**config.mk**
```make
export PLATFORM = sky130hd
export DESIGN_NAME = ddr_port_arbiter
export DESIGN_NICKNAME = d
export VERILOG_FILES = /design/src/rtl/sc_obc_ddr_pkg.sv /design/src/rtl/rr_pick.sv /design/src/rtl/ddr_port_arbiter.sv
export SDC_FILE = /design/constraint.sdc
export NUM_CORES = 1
export LEC_CHECK = 0
export ABC_AREA = 1
export BUFFER_PORTS_ARGS = -buffer_cell sky130_fd_sc_hd__clkbuf_2
export CORE_ASPECT_RATIO = 0.7
export CORE_MARGIN = 3
export CORE_UTILIZATION = 43
export CTS_CLUSTER_DIAMETER = 120
export DETAILED_ROUTE_END_ITERATION = 10
export PLACE_DENSITY_LB_ADDON = 0.05
export SETUP_SLACK_MARGIN = 0.4
export SLEW_MARGIN = 20
export SYNTH_ARGS = -nofsm -noshare
export SYNTH_HDL_FRONTEND = slang
export SYNTH_HIERARCHICAL = 1
export SYNTH_SLANG_ARGS = --single-unit
```
**constraint.sdc**
```tcl
create_clock -name CLK -period 2.79 [get_ports CLK]
set_input_delay 0.558 -clock CLK [delete_from_list [all_inputs] [get_ports CLK]]
set_output_delay 0.558 -clock CLK [all_outputs]
set_load 0.05 [all_outputs]
```
**src/rtl/sc_obc_ddr_pkg.sv**
```systemverilog
// Shared types for the OBC DDR command-port arbiters: FSM encoding, default
// command field widths and the requester-ID width helper.
package sc_obc_ddr_pkg;

  typedef enum logic [1:0] {
    ST_IDLE = 2'd0,
    ST_CMD  = 2'd1,
    ST_WAIT = 2'd2
  } arb_state_t;

  localparam int DEF_ADDR_W = 40;
  localparam int DEF_LEN_W  = 8;

  // Width of a requester index; never narrower than one bit.
  function automatic int id_w(input int n);
    return (n > 1) ? $clog2(n) : 1;
  endfunction

endpackage

```
**src/rtl/rr_pick.sv**
```systemverilog
// Combinational round-robin priority encoder: zero latency, no backpressure.
// The search starts at ptr and wraps, so req[ptr] has the highest priority.
module rr_pick #(
  parameter int N  = 4,
  parameter int IW = 2
) (
  input  logic [N-1:0]  req,
  input  logic [IW-1:0] ptr,
  output logic          vld,
  output logic [IW-1:0] idx
);

  // Scan from the farthest offset down so the nearest request to ptr is kept.
  always_comb begin
    vld = 1'b0;
    idx = '0;
    for (int i = N - 1; i >= 0; i--) begin
      if (req[IW'((int'(ptr) + i) % N)]) begin
        vld = 1'b1;
        idx = IW'((int'(ptr) + i) % N);
      end
    end
  end

endmodule

```
**src/rtl/ddr_port_arbiter.sv**
```systemverilog
// Round-robin owner of the single DDR command port; all outputs registered, grant 1 cycle after request.
// Command held stable under M_CMD_READY backpressure; ownership ends on M_DONE or watchdog expiry.
module ddr_port_arbiter
  import sc_obc_ddr_pkg::*;
#(
  parameter int NUM_REQ        = 4,
  parameter int ADDR_W         = DEF_ADDR_W,
  parameter int LEN_W          = DEF_LEN_W,
  parameter int TIMEOUT_CYCLES = 4096
) (
  input  logic                      CLK,
  input  logic                      RST,
  input  logic [NUM_REQ-1:0]        REQ_VALID,
  input  logic [NUM_REQ-1:0]        REQ_WRITE,
  input  logic [NUM_REQ*ADDR_W-1:0] REQ_ADDR,
  input  logic [NUM_REQ*LEN_W-1:0]  REQ_LEN,
  output logic [NUM_REQ-1:0]        REQ_ACCEPT,
  output logic [NUM_REQ-1:0]        REQ_GRANT,
  output logic [NUM_REQ-1:0]        REQ_DONE,
  output logic [NUM_REQ-1:0]        REQ_ERR,
  output logic                      M_CMD_VALID,
  input  logic                      M_CMD_READY,
  output logic                      M_CMD_WRITE,
  output logic [ADDR_W-1:0]         M_CMD_ADDR,
  output logic [LEN_W-1:0]          M_CMD_LEN,
  output logic [id_w(NUM_REQ)-1:0]  M_CMD_ID,
  input  logic                      M_DONE,
  output logic                      TIMEOUT_IRQ,
  input  logic                      IRQ_CLR,
  output logic                      BUSY
);

  localparam int IW = id_w(NUM_REQ);
  localparam int TW = $clog2(TIMEOUT_CYCLES);

  typedef struct packed {
    logic              write;
    logic [ADDR_W-1:0] addr;
    logic [LEN_W-1:0]  len;
  } cmd_t;

  arb_state_t    state, state_nxt;
  logic [IW-1:0] ptr, ptr_nxt, pick_idx;
  logic          pick_vld;
  logic [TW-1:0] timer;
  cmd_t          cmd_arr [NUM_REQ];
  cmd_t          pick_cmd;
  logic          do_grant, do_accept, do_done, do_err;

  for (genvar g = 0; g < NUM_REQ; g++) begin : g_unpack
    assign cmd_arr[g] = {REQ_WRITE[g], REQ_ADDR[g*ADDR_W +: ADDR_W], REQ_LEN[g*LEN_W +: LEN_W]};
  end

  rr_pick #(.N(NUM_REQ), .IW(IW)) u_rr_pick (
    .req (REQ_VALID),
    .ptr (ptr),
    .vld (pick_vld),
    .idx (pick_idx)
  );

  assign pick_cmd = cmd_arr[pick_idx];
  assign ptr_nxt  = (M_CMD_ID == IW'(NUM_REQ - 1)) ? '0 : M_CMD_ID + IW'(1);

  function automatic logic [NUM_REQ-1:0] onehot(input logic [IW-1:0] i);
    return {{(NUM_REQ-1){1'b0}}, 1'b1} << i;
  endfunction

  // Completion is checked before expiry so a same-cycle M_DONE suppresses the error.
  always_comb begin
    state_nxt = state;
    do_grant  = 1'b0;
    do_accept = 1'b0;
    do_done   = 1'b0;
    do_err    = 1'b0;
    case (state)
      ST_IDLE: if (pick_vld) begin
        do_grant  = 1'b1;
        state_nxt = ST_CMD;
      end
      ST_CMD: if (M_CMD_VALID && M_CMD_READY) begin
        do_accept = 1'b1;
        state_nxt = ST_WAIT;
      end
      ST_WAIT: begin
        if (M_DONE) begin
          do_done   = 1'b1;
          state_nxt = ST_IDLE;
        end else if (timer == TW'(TIMEOUT_CYCLES - 1)) begin
          do_err    = 1'b1;
          state_nxt = ST_IDLE;
        end
      end
      default: state_nxt = ST_IDLE;
    endcase
  end

  always_ff @(posedge CLK) begin
    if (RST) begin
      state       <= ST_IDLE;
      ptr         <= '0;
      timer       <= '0;
      REQ_ACCEPT  <= '0;
      REQ_GRANT   <= '0;
      REQ_DONE    <= '0;
      REQ_ERR     <= '0;
      M_CMD_VALID <= 1'b0;
      M_CMD_WRITE <= 1'b0;
      M_CMD_ADDR  <= '0;
      M_CMD_LEN   <= '0;
      M_CMD_ID    <= '0;
      TIMEOUT_IRQ <= 1'b0;
      BUSY        <= 1'b0;
    end else begin
      state      <= state_nxt;
      BUSY       <= (state_nxt != ST_IDLE);
      REQ_ACCEPT <= '0;
      REQ_DONE   <= '0;
      REQ_ERR    <= '0;

      if (do_grant) begin
        REQ_GRANT   <= onehot(pick_idx);
        M_CMD_VALID <= 1'b1;
        M_CMD_WRITE <= pick_cmd.write;
        M_CMD_ADDR  <= pick_cmd.addr;
        M_CMD_LEN   <= pick_cmd.len;
        M_CMD_ID    <= pick_idx;
      end

      if (do_accept) begin
        M_CMD_VALID <= 1'b0;
        REQ_ACCEPT  <= onehot(M_CMD_ID);
        timer       <= '0;
      end else if (state == ST_WAIT && timer != '1) begin
        timer <= timer + TW'(1);
      end

      if (do_done || do_err) begin
        REQ_GRANT <= '0;
        ptr       <= ptr_nxt;
      end
      if (do_done) REQ_DONE <= onehot(M_CMD_ID);
      if (do_err)  REQ_ERR  <= onehot(M_CMD_ID);

      if (do_err)       TIMEOUT_IRQ <= 1'b1;
      else if (IRQ_CLR) TIMEOUT_IRQ <= 1'b0;
    end
  end

endmodule

```
==> results of run 1 <==
sequential cells by signal (all words and copies together), names as in the netlist:
register     flops
timer           12
M_CMD_ID         2
REQ_ERR          4
M_CMD_ADDR      40
ptr              2
REQ_DONE         4
state            2
M_CMD_LEN        8
REQ_ACCEPT       4
REQ_GRANT        4
M_CMD_VALID      1
M_CMD_WRITE      1
BUSY             1
TIMEOUT_IRQ      1
synthesized netlist by cell type:
cell / number
a21boi_1: 1
a21oi_1: 62
a41oi_1: 49
and2_4: 1
buf_1: 3
buf_2: 10
buf_4: 5
buf_6: 1
clkbuf_1: 22
clkinv_2: 1
dfxtp_1: 86
ha_1: 5
inv_1: 27
inv_2: 9
nand2_1: 220
nand2_2: 3
nand3_1: 15
nand3_2: 1
nand3b_1: 2
nand4_1: 6
nor2_1: 43
nor2_2: 3
nor3_1: 2
nor4_1: 1
o21ai_0: 59
o21ai_1: 3
o21ai_2: 1
or2_1: 1
xnor2_1: 1
xor2_1: 3
placed cells by master, fill, tap and decap left out:
cell type,count
nor3_1,2
nand2_2,4
nor2_2,2
nand3b_1,2
clkinvlp_4,1
nor4_1,1
clkbuf_2,274
buf_4,9
and2_4,1
bufinv_16,2
clkinv_2,1
clkbuf_8,1
o21ai_0,59
a21boi_4,1
inv_1,27
inv_6,1
dfxtp_2,1
a21oi_1,62
xnor2_1,1
nor2_1,41
clkinv_4,2
a41oi_1,49
ha_1,5
or2_1,1
buf_12,2
buf_6,2
inv_2,9
xor2_1,3
nand3_1,14
o21ai_1,3
nor2_4,3
nand4_1,6
clkbuf_16,10
o21ai_2,1
nand3_2,2
dfxtp_1,85
nand2_1,219
tightest hold or removal path: cells and delay by family:
| kind | cells | cell delay, ns |
|---|---|---|
| and+or+nand+nor | 2 | 0.14 |
| buffers and inverters | 1 | 0.07 |
power breakdown:
group | internal, uW | leakage [uW] | total [uW] | switching [uW]
Clock | 815 | 0.000159 | 1340 | 521
Combinational | 355 | 0.00214 | 1210 | 855
Sequential | 1350 | 0.000708 | 1420 | 70.1
metrics by stage:
step	total power, uW	utilization [%]
floorplan	2220	-
global placement	2620	60.0
detailed placement	2640	60.0
CTS	3970	63.4
global route	4140	63.8
finish	3960	63.8
worst paths after layout:
check / startpoint / to / slack, ns / depth (start not counted)
worst max-delay path: ptr[1]$_SDFFE_PP0P_ / M_CMD_WRITE$_SDFFE_PP0P_ / 0.64 / 13
worst min-delay path: IRQ_CLR / TIMEOUT_IRQ$_SDFFE_PP0P_ / 0.47 / 3
worst max register to register: ptr[1]$_SDFFE_PP0P_ / M_CMD_WRITE$_SDFFE_PP0P_ / 0.64 / 13
worst min register to register: TIMEOUT_IRQ$_SDFFE_PP0P_ / TIMEOUT_IRQ$_SDFFE_PP0P_ / 0.48 / 2
area by class of cell:
| cell class | instances | area (um2) | area share, % |
|---|---|---|---|
| sequential | 86 | 1720 | 27.4 |
| multi-input combinational | 482 | 2400 | 38.2 |
| inverter | 37 | 140 | 2.23 |
| clock inverter | 6 | 93.8 | 1.49 |
| tap | 128 | 160 | 2.55 |
| clock buffer | 10 | 239 | 3.81 |
| timing repair buffer | 288 | 1530 | 24.3 |
cells by family (layout without fill, tap and decap cells):
| kind of cell | count (synthesis) | after routing | share of synthesized area [%] |
|---|---|---|---|
| DFF | 86 | 86 | 39.0 |
| and+or+nand+nor | 298 | 298 | 27.1 |
| buffers and inverters | 78 | 341 | 7.54 |
| AOI/OAI and AO/OA | 175 | 175 | 24.2 |
| adders and majority gates | 5 | 5 | 1.42 |
| xor gates and xnor gates | 4 | 4 | 0.794 |
timing repair:
action | 4_1_cts | 5_1_grt
cloned | 0 | 1
setup buffers | 0 | 0
endpoints found under the setup margin | 1 | 48
gates resized for setup | 1 | 5
metal layers:
metal | share of wire [%] | vias up
li1 | - | 2702
met1 | 42 | 2515
met2 | 47 | 327
met3 | 8.9 | 37
met4 | 2.6 | 0
met5 | 0 | -
==> flow_summary.json, run 1 <==
{
  "cts_buffers": 9,
  "cts_tree": "built",
  "fin_ws_ns": 0.637,
  "gr-usage-all-layers_pct": 28.2,
  "fp.dieW_um": 127,
  "finalSetupViolCount": 0,
  "power_density_nw_per_um2": 631,
  "dp_cells": 1020,
  "clock_path_buffers": 2,
  "crit_path_max_fanout": 22,
  "pre_cts_ws_ns": 0.273,
  "grt_pass1_vias": 5581,
  "die_h_um": 90.7,
  "fin_worst_skew_ns": 0.00936,
  "drv_cap": 0,
  "fmax_ghz": 0.464,
  "fin_cells": 1037,
  "drive_gt1_share_pct": 36.2,
  "clock_latency_ns": 0.35,
  "synth-seq-cells": 86,
  "postCtsHoldBufs": 0,
  "period_minus_slack_ns": 2.15,
  "netlist_instances": 646,
  "detail_route.drc_violations": 0,
  "start_kind": "flip-flop",
  "yosys_warnings": 6,
  "fin_area_um2": 6280,
  "yosysTopAreaCellShare_pct": 39.0,
  "drt-pass1-iter-count": 5,
  "max_slew_margin_pct": 58.3,
  "synthTopCellsByArea": "dfxtp_1, nand2_1, a41oi_1",
  "cts_root_buf": "clkbuf_16",
  "hold_path.class": "in2reg",
  "antenna_found_initial": 0,
  "post-route-period-util_pct": 77.2,
  "hpwl_um": 12500,
  "detail_route.vias_per_cell": 5.38,
  "use_met2_pct": 47.8,
  "grt_start_max_net_pins": 56,
  "endpoint_kind": "flip-flop",
  "cp_slowest_stage_delay_ns": 0.50,
  "drv_slew": 0,
  "required_ns": 3.05,
  "cp_data_arrival_time_ns": 2.41,
  "start_util_pct": 44.9,
  "place_area_um2": 5900,
  "grt_overflow_total": 0,
  "finalSetupTns_ns": 0,
  "hold_ws_ns": 0.474,
  "critical_path_class": "reg2reg",
  "cts_sinks": 86,
  "status": "finished clean",
  "drt_wl_total_um": 17000,
  "io_buffer_count": 274,
  "syn_area_um2": 4410,
  "detail-route-antenna-nets": 0,
  "critical_path.cell_chain": "inv_2, nand2_1, nand2_1, nand2_1, nand3_1, nand2_1, nand2_1, nand2_2, nand2_1, inv_2, clkbuf_16, a21oi_1, a41oi_1",
  "worst_slew_pin_slew_ns": 0.626,
  "p_leak_uw": 0.00301,
  "fp-row-count": 30,
  "critPathSlowestCell": "dfxtp_1",
  "gr-usage-met3_pct": 6.32,
  "nNetsFinal": 1114,
  "finalHoldViolCount": 0,
  "drtIter0Drc": 460,
  "syn_area_per_cell_um2": 6.83,
  "n_antenna_cell": 0,
  "htree_levels": 3,
  "boundaryPins": 275,
  "grt_pass1_wl_um": 26700,
  "vias": 5581,
  "synth_nets": 856,
  "synth_cell_types": 30,
  "ys_seq_area_share_pct": 39.0,
  "syn_to_final_growth_pct": 42.3,
  "wl_per_cell_um": 16.4,
  "busiest_layer": "met2",
  "grt_setup_unrepaired": "false",
  "grtUsageMet1_pct": 35.1,
  "coreArea_um2": 9830,
  "die_area_um2": 11500,
  "crit_buf_inv": 3,
  "yosys.area.top_type": "dfxtp_1",
  "crit_top_cell": "nand2_1",
  "nFillCells": 901,
  "gp_congestion": 0.944,
  "vdd_drop_max_mv": 0.344,
  "critical_path.top_delay_family": "simple AND/OR/NAND/NOR gates",
  "clk_pin_slew_ns": 0.07
}
Power figures use the tool's default switching activity.
==> run 2: changes to the inputs <==
==> constraint.sdc (replaced) <==
create_clock -name CLK -period 2.2 [get_ports CLK]
set_input_delay 0.44 -clock CLK [delete_from_list [all_inputs] [get_ports CLK]]
set_output_delay 0.44 -clock CLK [all_outputs]
set_load 0.05 [all_outputs]
==> run 2 against run 1 <==
Effect of this change: worst setup slack worse by 0.51 ns; final cell count up 3.2%; sequential power up 27%; utilization up 13 points; via count up 12%.
==> flow_summary.json, run 2 (synthesis gave the netlist of run 1 again) <==
{
  "coreArea_um2": 9830,
  "postCtsHoldBufs": 0,
  "detail_route.drc_violations": 0,
  "die_area_um2": 11500,
  "start_util_pct": 44.9,
  "vias": 6239,
  "grt_setup_unrepaired": "true",
  "power_density_nw_per_um2": 725,
  "antenna_found_initial": 0,
  "multi_input_area_um2": 3070,
  "crit_buf_inv": 4,
  "largest_reg_flops": 40,
  "cp_data_arrival_time_ns": 2.33,
  "hpwl_um": 12700,
  "drv_slew": 0,
  "hold_path.class": "in2reg",
  "grt_overflow_total": 0,
  "seq_area_um2": 1730,
  "crit_top_cell": "nand2_1",
  "critical_path.top_delay_family": "buffers and inverters",
  "cts_root_buf": "clkbuf_16",
  "io_buffer_count": 274,
  "reg2reg_slack_ns": 0.13,
  "wl_per_cell_um": 20.4,
  "gp_congestion": 0.955,
  "cts_sinks": 86,
  "htree_levels": 3,
  "r2r-start": "ptr[0]$_SDFFE_PP0P_",
  "die_h_um": 90.7,
  "nFillCells": 686,
  "detail_route.vias_per_cell": 5.83,
  "crit_start": "ptr[0]$_SDFFE_PP0P_",
  "endpoint_kind": "flip-flop",
  "gr-usage-all-layers_pct": 29.9,
  "finalSetupTns_ns": 0,
  "syn_to_final_growth_pct": 72.0,
  "final_common_cell": "clkbuf_2",
  "fin_worst_skew_ns": 0.00807,
  "drv_cap": 0,
  "top_regs": "M_CMD_ADDR (40), timer (12), M_CMD_LEN (8)",
  "clk_pin_slew_ns": 0.07,
  "fp.dieW_um": 127,
  "vdd_drop_max_mv": 0.396,
  "required_ns": 2.46,
  "clock_latency_ns": 0.34,
  "finalSetupViolCount": 0,
  "status": "finished clean",
  "fmax_ghz": 0.482,
  "critical_path_class": "reg2reg",
  "post-route-period-util_pct": 94.2,
  "cts_buffers": 9,
  "critical_path.cell_chain": "buf_8, nand2_4, o21ai_4, nand2_1, nand2_1, nand3_2, a21boi_4, inv_2, nor2_4, buf_12, clkbuf_16, nand2_1, a41oi_2",
  "drt_wl_total_um": 21800,
  "cp_slowest_stage_delay_ns": 0.36,
  "period_minus_slack_ns": 2.07,
  "grt_pass1_vias": 5728,
  "grt_start_max_net_pins": 58,
  "critPathSlowestCell": "dfxtp_2",
  "boundaryPins": 275,
  "fin_cells": 1070,
  "n_antenna_cell": 0,
  "drt-pass1-iter-count": 5,
  "dp_cells": 1022,
  "grt_pass1_wl_um": 27900,
  "min_from": "IRQ_CLR",
  "final_cell_mix": "clkbuf_2, nand2_1, dfxtp_1, o21ai_0, a21oi_1",
  "cts_tree": "built",
  "finalHoldViolCount": 0,
  "drive_gt1_share_pct": 51.9,
  "max_slew_margin_pct": 64.1,
  "detail-route-antenna-nets": 0,
  "drtIter0Drc": 623,
  "worst_slew_pin_slew_ns": 0.537,
  "fp-row-count": 30,
  "regMostFlops": "M_CMD_ADDR",
  "start_kind": "flip-flop",
  "p_leak_uw": 0.00348,
  "nNetsFinal": 1147,
  "crit_path_max_fanout": 17,
  "clock_path_buffers": 2
}
-- run 2: changes by cell type in the layout (fill, tap and decap cells not counted), sizes merged --
cell / delta
clkbuf: +8
buf: +22
bufinv: -1
inv: +4
-- run 2: final timing paths --
check                                              endpoint  cells after the start
worst max register to register  M_CMD_ADDR[32]$_SDFFE_PP0P_                     13
worst max-delay path            M_CMD_ADDR[32]$_SDFFE_PP0P_                     13
worst min-delay path               TIMEOUT_IRQ$_SDFFE_PP0P_                      3
worst min register to register     TIMEOUT_IRQ$_SDFFE_PP0P_                      2
-- run 2: worst register-to-register path, delay by kind of cell (launching register included) --
kind                   cells  cell delay, ns
AO/OA/AOI/OAI              3            0.53
AND/OR/NAND/NOR            6            0.55
buffers and inverters      4            0.57
flip-flops                 1            0.36
-- run 2: per-layer routing --
| layer | GRT usage, % | routed length (um) |
|---|---|---|
| met2 | 51.3 | 10100 |
| met5 | 0 | 0 |
| met4 | 11.2 | 1010 |
| met1 | 36.6 | 7900 |
| met3 | 6.80 | 2840 |
-- run 2: area by class of cell --
type | instances | area share (%)
timing repair buffer | 319 | 28.2
clock inverter | 7 | 1.06
timing repair inverter | 2 | 0.297
sequential | 86 | 22.8
inverter | 37 | 2.16
clock buffer | 9 | 2.97
multi-input combinational | 482 | 40.4
tap | 128 | 2.11
-- run 2: through the flow --
step | worst slack (ns) | utilization (%) | total power, uW | hold WS (ns) | cell area, um2
floorplan | 0.403 | - | 2840 | 0.469 | 4480
global placement | 0.127 | 60.6 | 3340 | 0.458 | 5960
detailed placement | 0.0284 | 60.6 | 3360 | 0.463 | 5960
CTS | 0.260 | 67.0 | 5020 | 0.348 | 6590
global route | 0.0677 | 77.2 | 5690 | 0.367 | 7590
finish | 0.127 | 77.2 | 5500 | 0.358 | 7590
-- run 2: power by group --
| group | internal (uW) | switching (uW) |
|---|---|---|
| logic | 727 | 1390 |
| clock network | 896 | 677 |
| registers | 1710 | 95.3 |
-- run 2: what timing repair did --
item,CTS,global route
resized for setup,45,147
endpoints found under the setup margin,67,73
gates cloned,4,16
hold endpoints to repair,0,0
pin swaps,8,37
buffers inserted,7,5
==> run 3: changes to the inputs <==
--- a/config.mk
+++ b/config.mk
@@ -8,7 +8,6 @@
 export ABC_AREA = 1
 export BUFFER_PORTS_ARGS = -buffer_cell sky130_fd_sc_hd__clkbuf_2
 export CORE_ASPECT_RATIO = 0.7
-export CORE_MARGIN = 3
 export CORE_UTILIZATION = 43
 export CTS_CLUSTER_DIAMETER = 120
 export DETAILED_ROUTE_END_ITERATION = 10
==> run 3 against run 2 <==
Effect of this change: wire length grew 0.60%; non-clock buffer count increased by 11; worst setup slack lost 0.11 ns; final cell count grew 0.84%; die area decreased by 7.4%; via count up 1.8%; critical path type unchanged; largest cell class unchanged; largest power group unchanged.
==> flow_summary.json, run 3 (synthesis gave the netlist of run 1 again) <==
{
  "io_buffer_count": 274,
  "grt_start_max_net_pins": 35,
  "coreArea_um2": 9830,
  "detail_route.drc_violations": 0,
  "die_h_um": 86.7,
  "fp-row-count": 30,
  "period_minus_slack_ns": 2.19,
  "wl_met1_um": 8020,
  "gp_congestion": 0.920,
  "drv_slew": 0,
  "required_ns": 2.45,
  "top_regs": "M_CMD_ADDR (40), timer (12), M_CMD_LEN (8)",
  "clock_latency_ns": 0.34,
  "grt_overflow_total": 0,
  "wl_met2_um": 10300,
  "place_area_um2": 6010,
  "finalHoldViolCount": 0,
  "sequentialPowerShare_pct": 32.6,
  "p_clk_share_pct": 29.0,
  "fin_cells": 1079,
  "crit_path_max_fanout": 8,
  "grt_pass1_vias": 5664,
  "drtIter0Drc": 671,
  "regMostFlops": "M_CMD_ADDR",
  "wl_per_cell_um": 20.4,
  "gr-usage-all-layers_pct": 34.1,
  "p_leak_uw": 0.00355,
  "fin_worst_skew_ns": 0.00766,
  "vdd_drop_max_mv": 0.385,
  "start_kind": "flip-flop",
  "worst_slew_pin_slew_ns": 0.652,
  "endpoint_kind": "flip-flop",
  "clk_pin_slew_ns": 0.07,
  "finalSetupViolCount": 0,
  "max_slew_margin_pct": 56.4,
  "p_int_uw": 3370,
  "detail-route-antenna-nets": 0,
  "dr.max_layer_used": "met4",
  "syn_to_final_growth_pct": 73.9,
  "hpwl_um": 12300,
  "fin_area_um2": 7670,
  "antenna_found_initial": 0,
  "drv_cap": 0,
  "detail_route.vias_per_cell": 5.88,
  "hold_ws_ns": 0.357,
  "final_cell_mix": "clkbuf_2, nand2_1, dfxtp_1, a21oi_1, o21ai_0",
  "clock_path_buffers": 2,
  "wl_met3_um": 2610,
  "post-route-period-util_pct": 99.3,
  "die_area_um2": 10700,
  "switching_share_pct": 38.8,
  "switching_power_uw": 2140,
  "final_common_cell": "clkbuf_2",
  "drt-pass1-iter-count": 6,
  "drt_wl_total_um": 22000,
  "p_comb_share_pct": 38.4,
  "status": "finished clean",
  "grt_pass1_wl_um": 27800,
  "htree_levels": 3,
  "boundaryPins": 275,
  "drive_gt1_share_pct": 51.1,
  "grt_setup_unrepaired": "true",
  "cts_sinks": 86,
  "power_density_nw_per_um2": 718,
  "cp_data_arrival_time_ns": 2.43,
  "cts_root_buf": "clkbuf_16",
  "dp_cells": 1025,
  "n_antenna_cell": 0,
  "vias": 6349,
  "hold_path.class": "in2reg",
  "fp.dieW_um": 123,
  "critical_path_class": "reg2reg",
  "largest_reg_flops": 40,
  "start_util_pct": 44.9,
  "nNetsFinal": 1156,
  "fmax_ghz": 0.458,
  "cts_tree": "built",
  "cts_buffers": 9
}
## run 3: power by group through the flow
stage,Combinational (uW),Clock (uW),Sequential [uW]
2_1_floorplan,527,0,2310
3_3_place_gp,1540,0,1820
3_5_place_dp,1560,0,1820
4_1_cts,1780,1580,1790
5_1_grt,2190,1670,1810
6_report,2120,1600,1800
## run 3: metrics by stage
stage               worst slack [ns]  utilization (%)  TNS (ns)  power [uW]
floorplan                      0.403                -         0        2840
global placement               0.152             61.1         0        3360
detailed placement            0.0424             61.1         0        3390
CTS                            0.270             69.3         0        5150
global route                 -0.0463             78.0   -0.0626        5670
finish                        0.0146             78.0         0        5510
## run 3: worst paths after layout
check	depth (start not counted)	from	end	slack (ns)
setup / recovery	14	ptr[0]$_SDFFE_PP0P_	M_CMD_ADDR[38]$_SDFFE_PP0P_	0.01
hold / removal	3	IRQ_CLR	TIMEOUT_IRQ$_SDFFE_PP0P_	0.36
setup reg to reg	14	ptr[0]$_SDFFE_PP0P_	M_CMD_ADDR[38]$_SDFFE_PP0P_	0.01
hold reg to reg	2	TIMEOUT_IRQ$_SDFFE_PP0P_	TIMEOUT_IRQ$_SDFFE_PP0P_	0.47
## run 3: routing by layer
layer	vias to the layer above	track usage [%]
li1	2802	-
met1	2902	41.2
met2	546	56.8
met3	99	8.75
met4	0	15.8
met5	-	0
## run 3: cell type report
class                   instances  area, um2
multi-input cells             482       3040
repair buffers                330       2290
fillers                       676       2160
flip-flops and latches         86       1730
clock buffers                  10        239
well taps                     128        160
inverters                      37        146
clock inverters                 6       68.8
## run 3: critical path, stage by stage (launching register included)
cell and delay, ns:
dfxtp_4 0.37, buf_8 0.14, nand2_4 0.10, nand3_4 0.09, nand2_2 0.10, nand3_2 0.11, nand2_2 0.09, nand2_2 0.07
nand2_4 0.13, inv_4 0.06, nor2_4 0.20, buf_6 0.17, buf_12 0.14, nand2_1 0.08, a41oi_2 0.23
## run 3: what timing repair did
item	4_1_cts	5_1_grt
setup endpoints to repair	62	74
endpoints found under the hold margin	0	0
pin swaps	4	60
gates resized for setup	49	124
setup buffers	11	10
hold buffers	0	0
cloned	9	8
